**config.mk**
```make
export PLATFORM = sky130hd
export DESIGN_NAME = fmul_float_normalize_round_pipe_flat
export DESIGN_NICKNAME = d
export VERILOG_FILES = /design/src/rtl/fmul_float_pkg.sv /design/src/rtl/fmul_float_normalize_round_pipe_if.sv /design/src/rtl/fmul_float_round_inc.sv /design/src/rtl/fmul_float_normalize_round_pipe.sv /design/src/flat_wrapper.sv
export SDC_FILE = /design/constraint.sdc
export NUM_CORES = 1
export LEC_CHECK = 0
export ABC_AREA = 1
export BUFFER_PORTS_ARGS = -buffer_cell sky130_fd_sc_hd__buf_4
export CORE_ASPECT_RATIO = 2
export CORE_MARGIN = 5
export CORE_UTILIZATION = 25
export DETAILED_ROUTE_END_ITERATION = 8
export GPL_TIMING_DRIVEN = 0
export SYNTH_ARGS = -nofsm -noshare
export SYNTH_HDL_FRONTEND = slang
export SYNTH_SLANG_ARGS = --single-unit
```
**constraint.sdc**
```tcl
create_clock -name iCLOCK -period 2.5 [get_ports iCLOCK]
set_input_delay 0.5 -clock iCLOCK [delete_from_list [all_inputs] [get_ports iCLOCK]]
set_output_delay 0.5 -clock iCLOCK [all_outputs]
set_load 0.005 [all_outputs]
```
**src/rtl/fmul_float_pkg.sv**
```systemverilog
// rtl/fmul_float_pkg.sv - shared rounding-mode encoding and format constants for the fmul datapath
package fmul_float_pkg;

  localparam int FRAC_W_DEF = 23;
  localparam int EXP_W_DEF  = 8;
  localparam int EXC_W_DEF  = 6;

  typedef enum logic [2:0] {
    RM_RNE = 3'b000,
    RM_RTZ = 3'b001,
    RM_RDN = 3'b010,
    RM_RUP = 3'b011,
    RM_RMM = 3'b100
  } round_mode_t;

  // Smallest biased exponent that no longer fits a finite value (all-ones field).
  function automatic int bias_max(input int exp_w);
    return (1 << exp_w) - 1;
  endfunction

endpackage

```
**src/rtl/fmul_float_normalize_round_pipe_if.sv**
```systemverilog
// rtl/fmul_float_normalize_round_pipe_if.sv - upstream/downstream bundle of the normalize/round pipe
interface fmul_float_normalize_round_pipe_if
  import fmul_float_pkg::*;
#(
  parameter int FRAC_W = FRAC_W_DEF,
  parameter int EXP_W  = EXP_W_DEF,
  parameter int EXC_W  = EXC_W_DEF
);
  localparam int PROD_W = 2 * (FRAC_W + 1);

  logic                iDATA_VALID;
  logic                oDATA_BUSY;
  logic                iDATA_SIGN;
  logic [EXP_W+1:0]    iDATA_EXP;
  logic [PROD_W-1:0]   iDATA_FRACT;
  logic [EXC_W-1:0]    iDATA_EXCEPT;
  logic [2:0]          iROUND_MODE;
  logic                oDATA_VALID;
  logic                iDATA_BUSY;
  logic                oDATA_SIGN;
  logic [EXP_W+1:0]    oDATA_EXP;
  logic [FRAC_W:0]     oDATA_FRACT;
  logic [EXC_W-1:0]    oDATA_EXCEPT;
  logic                oDATA_INEXACT;
  logic                oDATA_OVF;
  logic                oDATA_UNF;

  modport master (
    output iDATA_VALID, iDATA_SIGN, iDATA_EXP, iDATA_FRACT, iDATA_EXCEPT, iROUND_MODE, iDATA_BUSY,
    input  oDATA_BUSY, oDATA_VALID, oDATA_SIGN, oDATA_EXP, oDATA_FRACT, oDATA_EXCEPT,
           oDATA_INEXACT, oDATA_OVF, oDATA_UNF
  );

  modport slave (
    input  iDATA_VALID, iDATA_SIGN, iDATA_EXP, iDATA_FRACT, iDATA_EXCEPT, iROUND_MODE, iDATA_BUSY,
    output oDATA_BUSY, oDATA_VALID, oDATA_SIGN, oDATA_EXP, oDATA_FRACT, oDATA_EXCEPT,
           oDATA_INEXACT, oDATA_OVF, oDATA_UNF
  );

endinterface

```
**src/rtl/fmul_float_round_inc.sv**
```systemverilog
// rtl/fmul_float_round_inc.sv - IEEE-754 rounding-increment decision from sign, LSB, guard and sticky
module fmul_float_round_inc
  import fmul_float_pkg::*;
(
  input  logic [2:0] i_mode,
  input  logic       i_sign,
  input  logic       i_lsb,
  input  logic       i_guard,
  input  logic       i_sticky,
  output logic       o_inc,
  output logic       o_inexact
);

  logic w_gs;

  assign w_gs      = i_guard | i_sticky;
  assign o_inexact = w_gs;

  // Unused encodings fall back to round-to-nearest-even.
  always_comb begin
    o_inc = i_guard & (i_lsb | i_sticky);
    case (i_mode)
      RM_RTZ:  o_inc = 1'b0;
      RM_RDN:  o_inc = i_sign & w_gs;
      RM_RUP:  o_inc = ~i_sign & w_gs;
      RM_RMM:  o_inc = i_guard;
      default: o_inc = i_guard & (i_lsb | i_sticky);
    endcase
  end

endmodule

```
**src/rtl/fmul_float_normalize_round_pipe.sv**
```systemverilog
// rtl/fmul_float_normalize_round_pipe.sv - two-stage normalize/round of the fmul significand product
module fmul_float_normalize_round_pipe
  import fmul_float_pkg::*;
#(
  parameter int FRAC_W = FRAC_W_DEF,
  parameter int EXP_W  = EXP_W_DEF,
  parameter int EXC_W  = EXC_W_DEF
) (
  input  logic iCLOCK,
  input  logic inRESET,
  input  logic iRESET_SYNC,
  fmul_float_normalize_round_pipe_if.slave bus
);

  localparam int PROD_W = 2 * (FRAC_W + 1);
  localparam int XW     = EXP_W + 2;
  localparam logic signed [XW-1:0] L_OVF_EXP = XW'(bias_max(EXP_W));

  logic              w_s2_hold;
  logic              w_s1_hold;
  logic              w_accept;
  logic              w_msb;
  logic [FRAC_W:0]   w_mant;
  logic              w_guard;
  logic              w_sticky;
  logic [XW-1:0]     w_exp1;
  logic              w_inc;
  logic              w_inexact;

  logic              r_s1_valid;
  logic              r_s1_sign;
  logic [XW-1:0]     r_s1_exp;
  logic [FRAC_W:0]   r_s1_mant;
  logic              r_s1_inc;
  logic              r_s1_inexact;
  logic [EXC_W-1:0]  r_s1_except;

  logic [FRAC_W+1:0] w_sum;
  logic              w_carry;
  logic [FRAC_W:0]   w_fract2;
  logic [XW-1:0]     w_exp2;
  logic              w_ovf;
  logic              w_unf;

  logic              r_s2_valid;
  logic              r_s2_sign;
  logic [XW-1:0]     r_s2_exp;
  logic [FRAC_W:0]   r_s2_fract;
  logic [EXC_W-1:0]  r_s2_except;
  logic              r_s2_inexact;
  logic              r_s2_ovf;
  logic              r_s2_unf;

  // A stage stalls only when it holds data that cannot move on.
  assign w_s2_hold      = r_s2_valid & bus.iDATA_BUSY;
  assign w_s1_hold      = r_s1_valid & w_s2_hold;
  assign w_accept       = bus.iDATA_VALID & ~w_s1_hold;
  assign bus.oDATA_BUSY = w_s1_hold;

  assign w_msb    = bus.iDATA_FRACT[PROD_W-1];
  assign w_mant   = w_msb ? bus.iDATA_FRACT[PROD_W-1:FRAC_W+1] : bus.iDATA_FRACT[PROD_W-2:FRAC_W];
  assign w_guard  = w_msb ? bus.iDATA_FRACT[FRAC_W] : bus.iDATA_FRACT[FRAC_W-1];
  assign w_sticky = w_msb ? |bus.iDATA_FRACT[FRAC_W-1:0] : |bus.iDATA_FRACT[FRAC_W-2:0];
  assign w_exp1   = bus.iDATA_EXP + XW'(w_msb);

  fmul_float_round_inc u_round_inc (
    .i_mode    (bus.iROUND_MODE),
    .i_sign    (bus.iDATA_SIGN),
    .i_lsb     (w_mant[0]),
    .i_guard   (w_guard),
    .i_sticky  (w_sticky),
    .o_inc     (w_inc),
    .o_inexact (w_inexact)
  );

  always_ff @(posedge iCLOCK or negedge inRESET) begin
    if (!inRESET) begin
      r_s1_valid   <= 1'b0;
      r_s1_sign    <= 1'b0;
      r_s1_exp     <= '0;
      r_s1_mant    <= '0;
      r_s1_inc     <= 1'b0;
      r_s1_inexact <= 1'b0;
      r_s1_except  <= '0;
    end else if (iRESET_SYNC) begin
      r_s1_valid   <= 1'b0;
      r_s1_sign    <= 1'b0;
      r_s1_exp     <= '0;
      r_s1_mant    <= '0;
      r_s1_inc     <= 1'b0;
      r_s1_inexact <= 1'b0;
      r_s1_except  <= '0;
    end else if (!w_s1_hold) begin
      r_s1_valid <= w_accept;
      if (w_accept) begin
        r_s1_sign    <= bus.iDATA_SIGN;
        r_s1_exp     <= w_exp1;
        r_s1_mant    <= w_mant;
        r_s1_inc     <= w_inc;
        r_s1_inexact <= w_inexact;
        r_s1_except  <= bus.iDATA_EXCEPT;
      end
    end
  end

  // An all-ones mantissa rounding up carries out; the result is exactly 1.0 at exponent+1.
  assign w_sum    = {1'b0, r_s1_mant} + (FRAC_W+2)'(r_s1_inc);
  assign w_carry  = w_sum[FRAC_W+1];
  assign w_fract2 = w_carry ? {1'b1, {FRAC_W{1'b0}}} : w_sum[FRAC_W:0];
  assign w_exp2   = r_s1_exp + XW'(w_carry);
  assign w_ovf    = $signed(w_exp2) >= L_OVF_EXP;
  assign w_unf    = w_exp2[XW-1] | (w_exp2 == '0);

  always_ff @(posedge iCLOCK or negedge inRESET) begin
    if (!inRESET) begin
      r_s2_valid   <= 1'b0;
      r_s2_sign    <= 1'b0;
      r_s2_exp     <= '0;
      r_s2_fract   <= '0;
      r_s2_except  <= '0;
      r_s2_inexact <= 1'b0;
      r_s2_ovf     <= 1'b0;
      r_s2_unf     <= 1'b0;
    end else if (iRESET_SYNC) begin
      r_s2_valid   <= 1'b0;
      r_s2_sign    <= 1'b0;
      r_s2_exp     <= '0;
      r_s2_fract   <= '0;
      r_s2_except  <= '0;
      r_s2_inexact <= 1'b0;
      r_s2_ovf     <= 1'b0;
      r_s2_unf     <= 1'b0;
    end else if (!w_s2_hold) begin
      r_s2_valid <= r_s1_valid;
      if (r_s1_valid) begin
        r_s2_sign    <= r_s1_sign;
        r_s2_exp     <= w_exp2;
        r_s2_fract   <= w_fract2;
        r_s2_except  <= r_s1_except;
        r_s2_inexact <= r_s1_inexact;
        r_s2_ovf     <= w_ovf;
        r_s2_unf     <= w_unf;
      end
    end
  end

  assign bus.oDATA_VALID   = r_s2_valid;
  assign bus.oDATA_SIGN    = r_s2_sign;
  assign bus.oDATA_EXP     = r_s2_exp;
  assign bus.oDATA_FRACT   = r_s2_fract;
  assign bus.oDATA_EXCEPT  = r_s2_except;
  assign bus.oDATA_INEXACT = r_s2_inexact;
  assign bus.oDATA_OVF     = r_s2_ovf;
  assign bus.oDATA_UNF     = r_s2_unf;

endmodule

```
**src/flat_wrapper.sv**
```systemverilog
// flat-port wrapper written by rule: the top's interface ports become plain ports
module fmul_float_normalize_round_pipe_flat import fmul_float_pkg::*;
#(
  parameter int FRAC_W = FRAC_W_DEF,
  parameter int EXP_W  = EXP_W_DEF,
  parameter int EXC_W  = EXC_W_DEF
)
  (iCLOCK, inRESET, iRESET_SYNC, bus_iDATA_VALID, bus_iDATA_SIGN, bus_iDATA_EXP, bus_iDATA_FRACT, bus_iDATA_EXCEPT, bus_iROUND_MODE, bus_iDATA_BUSY, bus_oDATA_BUSY, bus_oDATA_VALID, bus_oDATA_SIGN, bus_oDATA_EXP, bus_oDATA_FRACT, bus_oDATA_EXCEPT, bus_oDATA_INEXACT, bus_oDATA_OVF, bus_oDATA_UNF);
  fmul_float_normalize_round_pipe_if #(.FRAC_W(FRAC_W), .EXP_W(EXP_W), .EXC_W(EXC_W)) bus_i ();
  input  logic iCLOCK;
  input  logic inRESET;
  input  logic iRESET_SYNC;
  input wire logic [$bits(bus_i.iDATA_VALID)-1:0] bus_iDATA_VALID;
  input wire logic [$bits(bus_i.iDATA_SIGN)-1:0] bus_iDATA_SIGN;
  input wire logic [$bits(bus_i.iDATA_EXP)-1:0] bus_iDATA_EXP;
  input wire logic [$bits(bus_i.iDATA_FRACT)-1:0] bus_iDATA_FRACT;
  input wire logic [$bits(bus_i.iDATA_EXCEPT)-1:0] bus_iDATA_EXCEPT;
  input wire logic [$bits(bus_i.iROUND_MODE)-1:0] bus_iROUND_MODE;
  input wire logic [$bits(bus_i.iDATA_BUSY)-1:0] bus_iDATA_BUSY;
  output wire logic [$bits(bus_i.oDATA_BUSY)-1:0] bus_oDATA_BUSY;
  output wire logic [$bits(bus_i.oDATA_VALID)-1:0] bus_oDATA_VALID;
  output wire logic [$bits(bus_i.oDATA_SIGN)-1:0] bus_oDATA_SIGN;
  output wire logic [$bits(bus_i.oDATA_EXP)-1:0] bus_oDATA_EXP;
  output wire logic [$bits(bus_i.oDATA_FRACT)-1:0] bus_oDATA_FRACT;
  output wire logic [$bits(bus_i.oDATA_EXCEPT)-1:0] bus_oDATA_EXCEPT;
  output wire logic [$bits(bus_i.oDATA_INEXACT)-1:0] bus_oDATA_INEXACT;
  output wire logic [$bits(bus_i.oDATA_OVF)-1:0] bus_oDATA_OVF;
  output wire logic [$bits(bus_i.oDATA_UNF)-1:0] bus_oDATA_UNF;
  assign bus_i.iDATA_VALID = bus_iDATA_VALID;
  assign bus_i.iDATA_SIGN = bus_iDATA_SIGN;
  assign bus_i.iDATA_EXP = bus_iDATA_EXP;
  assign bus_i.iDATA_FRACT = bus_iDATA_FRACT;
  assign bus_i.iDATA_EXCEPT = bus_iDATA_EXCEPT;
  assign bus_i.iROUND_MODE = bus_iROUND_MODE;
  assign bus_i.iDATA_BUSY = bus_iDATA_BUSY;
  assign bus_oDATA_BUSY = bus_i.oDATA_BUSY;
  assign bus_oDATA_VALID = bus_i.oDATA_VALID;
  assign bus_oDATA_SIGN = bus_i.oDATA_SIGN;
  assign bus_oDATA_EXP = bus_i.oDATA_EXP;
  assign bus_oDATA_FRACT = bus_i.oDATA_FRACT;
  assign bus_oDATA_EXCEPT = bus_i.oDATA_EXCEPT;
  assign bus_oDATA_INEXACT = bus_i.oDATA_INEXACT;
  assign bus_oDATA_OVF = bus_i.oDATA_OVF;
  assign bus_oDATA_UNF = bus_i.oDATA_UNF;
  fmul_float_normalize_round_pipe #(.FRAC_W(FRAC_W), .EXP_W(EXP_W), .EXC_W(EXC_W)) u_core (.iCLOCK(iCLOCK), .inRESET(inRESET), .iRESET_SYNC(iRESET_SYNC), .bus(bus_i));
endmodule
```
==> impl_metrics.json, run 1 <==
{
  "tightest_slew_ps": 1165,
  "synth_top_flop_cell": "dfrtp_1",
  "core_um2": 18740,
  "syn_avg_cell_area_um2": 7.887,
  "fin_crit_ps": 2444,
  "clock-sinks": 89,
  "die_h_um": 204.6,
  "ys_seq_elements": 89,
  "firstDrtPassIters": 4,
  "cts_root_buffer": "clkbuf_16",
  "powerDensity_nw_per_um2": 536.4,
  "cp.arrival_ps": 2730,
  "startpoint_type": "flip-flop",
  "cts_tree": "done",
  "die_x_um": 107.3,
  "io_buffers": 118,
  "report.final.hold_viol_count": 0,
  "cts_buffer_depth": 2,
  "slowest_delay_ps": 410,
  "cts_buffers": 9,
  "setup_viol": 0,
  "ys_warn_count": 0,
  "dpl.hpwl_um": 12610,
  "path_max_fanout": 3,
  "drtAntennaViolNets": 0,
  "min_path_cells": 2,
  "layout-drive-gt1-share_pct": 26.98,
  "path_common_cell": "nand2_4",
  "dieArea_um2": 21950,
  "area_growth_pct": 36.70,
  "p_leak_nw": 3.126,
  "regToRegSetupSlack_ps": 60,
  "synth_area_um2": 4732,
  "synth-edff-count": 0,
  "fin_skew_ps": 7.420,
  "gp_congestion": 0.8616,
  "rows": 71,
  "htree_num_levels": 3,
  "clock_latency_ps": 350,
  "grt_first_pass_wirelength_um": 24650,
  "overflow": 0,
  "synth_fp_nets": 679,
  "vias": 4496,
  "num_io_pins": 119,
  "antenna_found_initial": 1,
  "grt_max_degree": 90,
  "rsz0062_at_grt": "yes",
  "maxSlewHeadroom_pct": 22.34,
  "clock.fmax_mhz": 409.2,
  "path_cells": "ha_4 > ha_4 > nand2_4 > nor2_4 > nand2_4 > nor2_8 > nand2_4 > nor2_4 > ha_4 > nand2_4 > nor2_4 > nand2_2 > nand2_2 > nand2_4 > nor2_4 > nand3_2 > nand2_2 > nand2_2 > nand2_1",
  "drc_errors": 0,
  "track_usage_pct": 14.84,
  "first_iter_violations": 190,
  "postPlaceCellArea_um2": 5937,
  "viasPerCell": 4.492,
  "finalCritPeriodShare_pct": 97.76,
  "synthArstFlopShare_pct": 100.0,
  "path_class": "flip-flop to flip-flop",
  "status": "complete, no violations",
  "ys_seq_area_share_pct": 47.07,
  "initial_core_util_pct": 25.25,
  "crit_required_ps": 2790,
  "slew_violations": 0,
  "routed_wl_um": 15900,
  "grt_pass1_vias": 4712,
  "drv_cap": 0,
  "wl_per_cell_um": 15.89,
  "fin_hold_ws_ps": 369.3,
  "final_area_um2": 6469,
  "synth.distinct_cells": 39,
  "ir_drop_uv": 301.5,
  "fin_nets": 819,
  "path_clk_slew_ps": 70,
  "crit_path_end_kind": "flip-flop",
  "cpMaxStageDelayCell": "dfrtp_1",
  "fillers": 2007,
  "r2r_cells": 19,
  "hold_class": "input port to flip-flop",
  "syn_inst": 600
}
cells in the final DEF (no fill, tap or decap), types with 7 or more instances in the layout:
cell type and n:
nand2_1 161, buf_4 129, dfrtp_1 89, nor2_1 77, inv_1 53, o21ai_0 39, nand3_1 26, o32ai_1 18
clkbuf_1 14, o21ai_1 11, o21ai_2 10, xor2_1 9, clkbuf_16 9, nand2_4 7, nor2_4 7, nor3_1 7
nand2_2 7
power breakdown:
group / switching (mW) / leakage [nW] / internal [mW]
clock: 0.567 / 0.153 / 0.857
combinational: 0.277 / 1.77 / 0.201
sequential: 0.0589 / 1.20 / 1.51
cell type report:
class / count / area [µm²] / area share [%]
multi-input cells: 432 / 2325 / 35.94
flip-flops and latches: 89 / 2227 / 34.43
repair buffers: 129 / 968.4 / 14.97
well taps: 255 / 319.1 / 4.932
clock buffers: 14 / 274.0 / 4.236
inverters: 61 / 229.0 / 3.540
plain buffers: 18 / 88.84 / 1.373
clock inverters: 2 / 35.03 / 0.5416
diodes: 1 / 2.502 / 0.03868
metal layers:
layer  GRT usage (%)  routed length, µm  vias up  part of all wire (%)
li1                -                  -     2238                     -
met1           14.44               5495     2132                    35
met2           29.10               9206       93                    58
met3           2.397                540       33                   3.4
met4           7.545                661        0                   4.2
met5               0                  0        -                     0
cell families after synthesis:
logic type               count (synthesis)  share of synthesized area [%]
AND/OR/NAND/NOR                        310                          27.87
AO/OA/AOI/OAI                          101                          13.91
flip-flops                              89                          47.07
buffers and inverters                   79                          6.716
XOR/XNOR                                12                          2.221
adder cells (fa/ha/maj)                  6                          1.586
multiplexers                             3                         0.6346
flip-flops by register name (all words and copies together), names as in the netlist, 6 cells and up:
name / flops
u_core.bus.oDATA_EXP: 10
u_core.bus.oDATA_FRACT: 24
u_core.r_s1_mant: 24
u_core.r_s1_except: 6
u_core.r_s1_exp: 10
u_core.bus.oDATA_EXCEPT: 6
final timing paths:
path / start / to
hold / removal: iRESET_SYNC / u_core.bus.oDATA_VALID$_DFFE_PN0P_
setup / recovery: u_core.r_s1_inc$_DFFE_PN0P_ / u_core.bus.oDATA_OVF$_DFFE_PN0P_
hold reg to reg: u_core.bus.oDATA_FRACT[21]$_DFFE_PN0P_ / u_core.bus.oDATA_FRACT[21]$_DFFE_PN0P_
setup reg to reg: u_core.r_s1_inc$_DFFE_PN0P_ / u_core.bus.oDATA_OVF$_DFFE_PN0P_
min in group asynchronous: inRESET / u_core.bus.oDATA_FRACT[21]$_DFFE_PN0P_
max in group asynchronous: inRESET / u_core.bus.oDATA_INEXACT$_DFFE_PN0P_
worst max-delay path, delay by kind of cell, from the launching register on:
kind	cells	cell delay [ps]
and+or+nand+nor	16	1470
DFF	1	410
adders and majority gates	3	510
metrics by stage:
stage	cells	setup WS (ps)	util, %	setup TNS, ps	power [mW]
after floorplan	600	156.3	-	0	1.795
after global placement	973	-549.2	31.67	-2210	2.058
after detailed placement	973	-591.4	31.67	-2701	2.064
after CTS	996	3.996	34.00	0	3.499
after global routing	1001	-72.69	34.51	-116.7	3.623
final	1001	56.07	34.51	0	3.470
synth_stat cells, drive strengths merged (2+ instances only):
master / count / area, µm²
a21oi: 7 / 46.30
clkinv: 2 / 7.510
o22ai: 6 / 37.54
o31ai: 2 / 15.01
nand3: 27 / 135.1
mux2i: 3 / 30.03
o21ai: 60 / 337.8
buf: 6 / 43.79
nor2: 91 / 390.4
inv: 59 / 221.5
nor3: 9 / 61.31
dfrtp: 89 / 2227
nand4: 4 / 25.02
clkbuf: 12 / 45.04
ha: 6 / 75.07
o32ai: 18 / 157.7
xnor2: 3 / 26.28
nand2: 175 / 679.4
a22o: 4 / 35.03
xor2: 9 / 78.83
nand3b: 2 / 15.01
timing repair:
action,CTS,global route
gates resized for setup,18,18
hold buffers,0,0
endpoints found under the hold margin,0,0
buffers inserted,7,4
pin swaps,12,12
setup endpoints to repair,9,4
No activity file was read; power rests on OpenSTA's default activity.
==> run 2: changes to the inputs <==
- SKIP_CTS_REPAIR_TIMING: not set -> 1
- SYNTH_HIERARCHICAL: not set -> 1
==> run 2 against run 1 <==
  * Count of clock-buffer cells in the layout shrank 5
  * Combinational power grew 2%
  * Clock power up 4%
  * Hold slack worse by 16 ps
  * Non-clock buffer count shrank 4
  * Final area grew 1.2%
  * Worst setup slack improved by 6.9 ps
  * Fmax is 0.28% higher
  * Synthesized cell count up 4.3%
  * Die area up 2.3%
  * Total power is 2.0% higher
  * Synthesized area is 2.4% higher
  * Largest cell class unchanged
  * Largest power group unchanged
==> impl_metrics.json, run 2 <==
{
  "initial_core_util_pct": 25.26,
  "fillers": 2036,
  "syn_avg_cell_area_um2": 7.743,
  "fin_ws_ps": 62.97,
  "gp_congestion": 0.9452,
  "cts_root_buffer": "clkbuf_16",
  "rows": 72,
  "dpl.hpwl_um": 13710,
  "crit_required_ps": 2790,
  "synthArstFlopShare_pct": 100.0,
  "final_cell_mix": "nand2_1, buf_4, dfrtp_1, nor2_1, inv_1",
  "fin_hold_ws_ps": 353.3,
  "synth.distinct_cells": 38,
  "slowest_delay_ps": 400,
  "die_h_um": 206.9,
  "clock_latency_ps": 350,
  "wl_per_cell_um": 16.54,
  "antenna_cells": 0,
  "cts_buffers": 9,
  "cpMaxStageDelayCell": "dfrtp_1",
  "core_um2": 19190,
  "fin_nets": 840,
  "overflow": 0,
  "pre_cts_slack_ps": -710.1,
  "layout-drive-gt1-share_pct": 25.33,
  "vias": 4629,
  "path_clk_slew_ps": 70,
  "path_class": "flip-flop to flip-flop",
  "slew_violations": 0,
  "maxSlewHeadroom_pct": 21.98,
  "ys_seq_elements": 89,
  "path_max_fanout": 3,
  "r2r-start": "u_core/r_s1_inc$_DFFE_PN0P_",
  "path_common_cell": "nand2_2",
  "synth_most_common_cell": "nand2_1",
  "rsz0062_at_grt": "yes",
  "synth_largest_area_cell": "dfrtp_1",
  "htree_num_levels": 3,
  "worstSetupStartpoint": "u_core/r_s1_inc$_DFFE_PN0P_",
  "syn_inst": 626,
  "first_iter_violations": 215,
  "fin_skew_ps": 12.54,
  "powerDensity_nw_per_um2": 540.4,
  "report.final.hold_viol_count": 0,
  "die_x_um": 108.5,
  "ys_seq_area_share_pct": 45.95,
  "fin_crit_ps": 2437,
  "num_io_pins": 119,
  "cts_buffer_depth": 2,
  "drc_errors": 0,
  "layout_commonest_cell": "nand2_1",
  "viasPerCell": 4.516,
  "tightest_slew_ps": 1170,
  "worst_path_dominant_cell_family": "simple AND/OR/NAND/NOR gates",
  "p_leak_nw": 3.093,
  "track_usage_pct": 15.48,
  "antenna_found_initial": 0,
  "grt_first_pass_wirelength_um": 25920,
  "io_buffers": 118,
  "path_buf_inv": 0,
  "area_growth_pct": 35.05,
  "setup_viol": 0,
  "grt_pass1_vias": 4857,
  "synth_fp_nets": 705,
  "routed_wl_um": 16960,
  "status": "complete, no violations",
  "synth_area_um2": 4847,
  "dieArea_um2": 22440,
  "synth-edff-count": 0,
  "firstDrtPassIters": 5,
  "synthDominantCellAreaShare_pct": 45.95,
  "ys_top_cells_by_count": "nand2_1, dfrtp_1, nor2_1",
  "ir_drop_uv": 346.8,
  "finalCritPeriodShare_pct": 97.48,
  "clock-sinks": 89,
  "hold_class": "input port to asynchronous set/reset pin",
  "drtAntennaViolNets": 0,
  "synth_top_flop_cell": "dfrtp_1",
  "startpoint_type": "flip-flop",
  "grt_max_degree": 90,
  "cts_tree": "done",
  "path_cells": "ha_4 > ha_4 > nand2_4 > nor2_4 > nand3_4 > nor4_4 > ha_2 > nand2_2 > nor2_4 > nand2_2 > nand2_2 > nand2_2 > nor2_2 > nand3_1 > nand2_1 > nand2_1 > nand2_1",
  "drv_cap": 0,
  "ys_warn_count": 6,
  "clock.fmax_mhz": 410.3,
  "crit_path_end_kind": "flip-flop",
  "cp.arrival_ps": 2720,
  "yosys-top-cells-area": "dfrtp_1, nand2_1, nor2_1"
}
==> run 2: power by group <==
group	internal, mW	switching (mW)	total [mW]
logic	0.201	0.286	0.486
clock network	0.876	0.595	1.47
registers	1.51	0.0712	1.58
==> run 2: cell type report <==
class	count	area (µm²)	area share, %
multi-input combinational	460	2435	37.19
sequential	89	2227	34.02
timing repair buffer	125	938.4	14.33
tap	259	324.1	4.950
clock buffer	9	225.2	3.440
inverter	58	217.7	3.326
clock inverter	7	93.84	1.433
buffer	18	85.08	1.300
==> run 2: worst paths after layout <==
path | cells past startpoint | slack [ps] | end
setup / recovery | 17 | 60 | u_core/bus.oDATA_OVF$_DFFE_PN0P_
hold / removal | 1 | 350 | u_core/r_s1_exp[8]$_DFFE_PN0P_
setup reg to reg | 17 | 60 | u_core/bus.oDATA_OVF$_DFFE_PN0P_
hold reg to reg | 2 | 480 | u_core/bus.oDATA_FRACT[1]$_DFFE_PN0P_
max in group asynchronous | 1 | 1360 | u_core/bus.oDATA_FRACT[13]$_DFFE_PN0P_
min in group iCLOCK | 3 | 360 | u_core/r_s1_except[5]$_DFFE_PN0P_
==> run 2: cells by family (layout without fill, tap and decap cells) <==
family          after synthesis  in the layout  share of synthesized area (%)
simple gates                348            348                          31.00
flops                        89             89                          45.95
compound gates               85             85                          11.28
buf+inv                      77            217                          6.324
xor+xnor                     17             17                          3.072
fa+ha+maj                     6              6                          1.549
mux                           4              4                         0.8261
==> run 2: metal layers <==
metal | vias to the layer above | GRT usage (%) | wire length (µm)
li1 | 2309 | - | -
met1 | 2183 | 14.99 | 5802
met2 | 104 | 30.60 | 9820
met3 | 33 | 2.303 | 530
met4 | 0 | 7.946 | 802
met5 | - | 0 | 0
==> run 2: per-stage QoR <==
step	cells	power (mW)	setup TNS [ps]	util (%)	instance area [µm²]
global placement	1003	2.081	-5159	31.57	6057
global route	1025	3.702	-441.8	34.12	6546
finish	1025	3.537	0	34.12	6546
CTS	1019	3.563	-5455	33.23	6376
detailed placement	1003	2.085	-5463	31.57	6057
floorplan	626	1.798	0	-	4847
==> run 3: changes to the inputs <==
- CELL_PAD_IN_SITES_DETAIL_PLACEMENT: not set -> 0
- CELL_PAD_IN_SITES_GLOBAL_PLACEMENT: not set -> 1
- PLACE_DENSITY_LB_ADDON: not set -> 0.1
==> run 3 against run 2 <==
  * The run now ends with setup timing left
  * Global-route usage rose by 1.8 points
  * Final area rose by 0.38%
  * Sequential power barely moved
  * Wire length rose by 11%
  * Die area did not move
  * First-iteration DRC count fell by 37%
  * Clock power barely moved
  * Critical path type unchanged
  * Largest cell class unchanged
  * Highest routed layer unchanged
==> impl_metrics.json, run 3 (synthesis gave the netlist of run 2 again) <==
{
  "status": "finished with violations",
  "violations": "setup timing",
  "die_h_um": 206.9,
  "ir_drop_uv": 256.9,
  "wl_met2_um": 11650,
  "path_class": "flip-flop to flip-flop",
  "firstDrtPassIters": 5,
  "powerDensity_nw_per_um2": 535.3,
  "grt_first_pass_wirelength_um": 28280,
  "combPwrFrac_pct": 14.0,
  "switching_share_pct": 28.22,
  "cts_tree": "done",
  "tightest_slew_ps": 1193,
  "fin_hold_ws_ps": 354.0,
  "dpl.hpwl_um": 15320,
  "netSwitchingPower_mw": 0.9926,
  "final_util_pct": 34.25,
  "crit_path_end_kind": "flip-flop",
  "core_um2": 19190,
  "slew_violations": 0,
  "wl_met1_um": 6001,
  "report.final.hold_viol_count": 0,
  "layout-drive-gt1-share_pct": 26.01,
  "track_usage_pct": 17.25,
  "vias": 4641,
  "wl_per_cell_um": 18.26,
  "finalCritPeriodShare_pct": 101.3,
  "fin_crit_ps": 2532,
  "fin_ws_ps": -31.82,
  "viasPerCell": 4.515,
  "highest_layer": "met4",
  "regToRegSetupSlack_ps": -30,
  "fillers": 2073,
  "clock_latency_ps": 350,
  "path_clk_slew_ps": 70,
  "maxSlewHeadroom_pct": 20.47,
  "p_leak_nw": 3.100,
  "grt_max_degree": 90,
  "p_int_mw": 2.525,
  "seqPwrFrac_pct": 45.0,
  "cts_buffer_depth": 2,
  "dieArea_um2": 22440,
  "final_cell_mix": "nand2_1, buf_4, dfrtp_1, nor2_1, inv_1",
  "rsz0062_at_grt": "yes",
  "fin_nets": 843,
  "cpMaxStageDelayCell": "dfrtp_1",
  "path_buf_inv": 0,
  "rr_endpoint": "u_core/bus.oDATA_UNF$_DFFE_PN0P_",
  "clock-sinks": 89,
  "crit_required_ps": 2790,
  "clock.fmax_mhz": 395.0,
  "antenna_cells": 0,
  "crit_cells": 15,
  "regArea_um2": 2230,
  "r2r-start": "u_core/r_s1_inc$_DFFE_PN0P_",
  "htree_num_levels": 3,
  "wl_met3_um": 574,
  "drv_cap": 0,
  "clkPwrFrac_pct": 40.9,
  "cts_root_buffer": "clkbuf_16",
  "drtAntennaViolNets": 0,
  "layout_commonest_cell": "nand2_1",
  "antenna_found_initial": 0,
  "setup_viol": 1,
  "r2r_cells": 15,
  "place_inst": 1003,
  "gp_congestion": 0.8156,
  "path_max_fanout": 3,
  "routed_wl_um": 18770,
  "drc_errors": 0,
  "area_growth_pct": 35.57,
  "cts_buffers": 9,
  "path_cells": "ha_4 > ha_4 > nand2_2 > nor2_4 > nand3_4 > nor4_4 > ha_2 > nand2_2 > nor2_4 > nand3_1 > nand2_2 > nand2_1 > nor2_1 > nand3_1 > nand3_1",
  "rows": 72,
  "multi_input_area_um2": 2446,
  "num_io_pins": 119,
  "crit_path_end": "u_core/bus.oDATA_UNF$_DFFE_PN0P_",
  "overflow": 0,
  "slowest_delay_ps": 420,
  "grt_pass1_vias": 4908,
  "instances_no_fill": 1028,
  "startpoint_type": "flip-flop",
  "die_x_um": 108.5,
  "fin_skew_ps": 6.730,
  "first_iter_violations": 135,
  "cp.arrival_ps": 2820,
  "worst_path_dominant_cell_family": "simple AND/OR/NAND/NOR gates",
  "worstSetupStartpoint": "u_core/r_s1_inc$_DFFE_PN0P_",
  "initial_core_util_pct": 25.26,
  "hold_class": "input port to flip-flop",
  "io_buffers": 118
}
==> run 3: power by group through the flow <==
stage                     combinational, mW  clock (mW)  sequential [mW]
after floorplan                       0.216           0             1.58
after global placement                0.493           0             1.61
after detailed placement              0.495           0             1.61
after CTS                             0.497        1.50             1.58
after global routing                  0.554        1.56             1.59
final                                 0.494        1.44             1.58
==> run 3: how the worst min path moves through the flow <==
| stage | start | endpoint | slack (ps) | depth (start not counted) |
|---|---|---|---|---|
| 2_1_floorplan | inRESET | u_core/bus.oDATA_EXCEPT[0]$_DFFE_PN0P_ | 200 | 0 |
| 3_3_place_gp | u_core/bus.oDATA_EXP[9]$_DFFE_PN0P_ | u_core/bus.oDATA_EXP[9]$_DFFE_PN0P_ | 470 | 2 |
| 3_5_place_dp | u_core/bus.oDATA_FRACT[13]$_DFFE_PN0P_ | u_core/bus.oDATA_FRACT[13]$_DFFE_PN0P_ | 470 | 2 |
| 4_1_cts | bus_iDATA_EXCEPT[1] | u_core/r_s1_except[1]$_DFFE_PN0P_ | 330 | 3 |
| 5_1_grt | bus_iDATA_EXCEPT[4] | u_core/r_s1_except[4]$_DFFE_PN0P_ | 350 | 3 |
| 6_report | bus_iDATA_EXCEPT[1] | u_core/r_s1_except[1]$_DFFE_PN0P_ | 350 | 3 |
==> run 3: per-stage QoR <==
step	worst slack [ps]	power, mW	TNS, ps	instance area, µm²
global placement	-835.2	2.103	-6154	6057
detailed placement	-862.7	2.106	-6196	6057
global route	-148.4	3.704	-378.5	6571
CTS	-890.3	3.581	-6364	6369
floorplan	173.3	1.798	0	4847
finish	-31.82	3.517	-31.82	6571
==> run 3: area by class of cell <==
| type | instances | area share [%] |
|---|---|---|
| timing repair buffer | 127 | 14.51 |
| buffer | 19 | 1.352 |
| multi-input combinational | 460 | 37.22 |
| clock inverter | 6 | 1.104 |
| clock buffer | 10 | 3.637 |
| sequential | 89 | 33.93 |
| tap | 259 | 4.931 |
| inverter | 58 | 3.313 |
==> run 3: worst reg2reg max path, stage by stage, from the launching register on <==
cell     delay (ps)
dfrtp_1         420
ha_4            170
ha_4            140
nand2_2          70
nor2_4          130
nand3_4         100
nor4_4          260
ha_2            280
nand2_2          70
nor2_4          160
nand3_1         100
nand2_2         130
nand2_1          70
nor2_1          130
nand3_1         150
nand3_1          90
==> run 3: layer usage <==
layer / vias to the layer above / GRT usage, %
met2: 96 / 36.37
li1: 2307 / -
met3: 23 / 2.770
met5: - / 0
met4: 0 / 6.501
met1: 2215 / 15.57
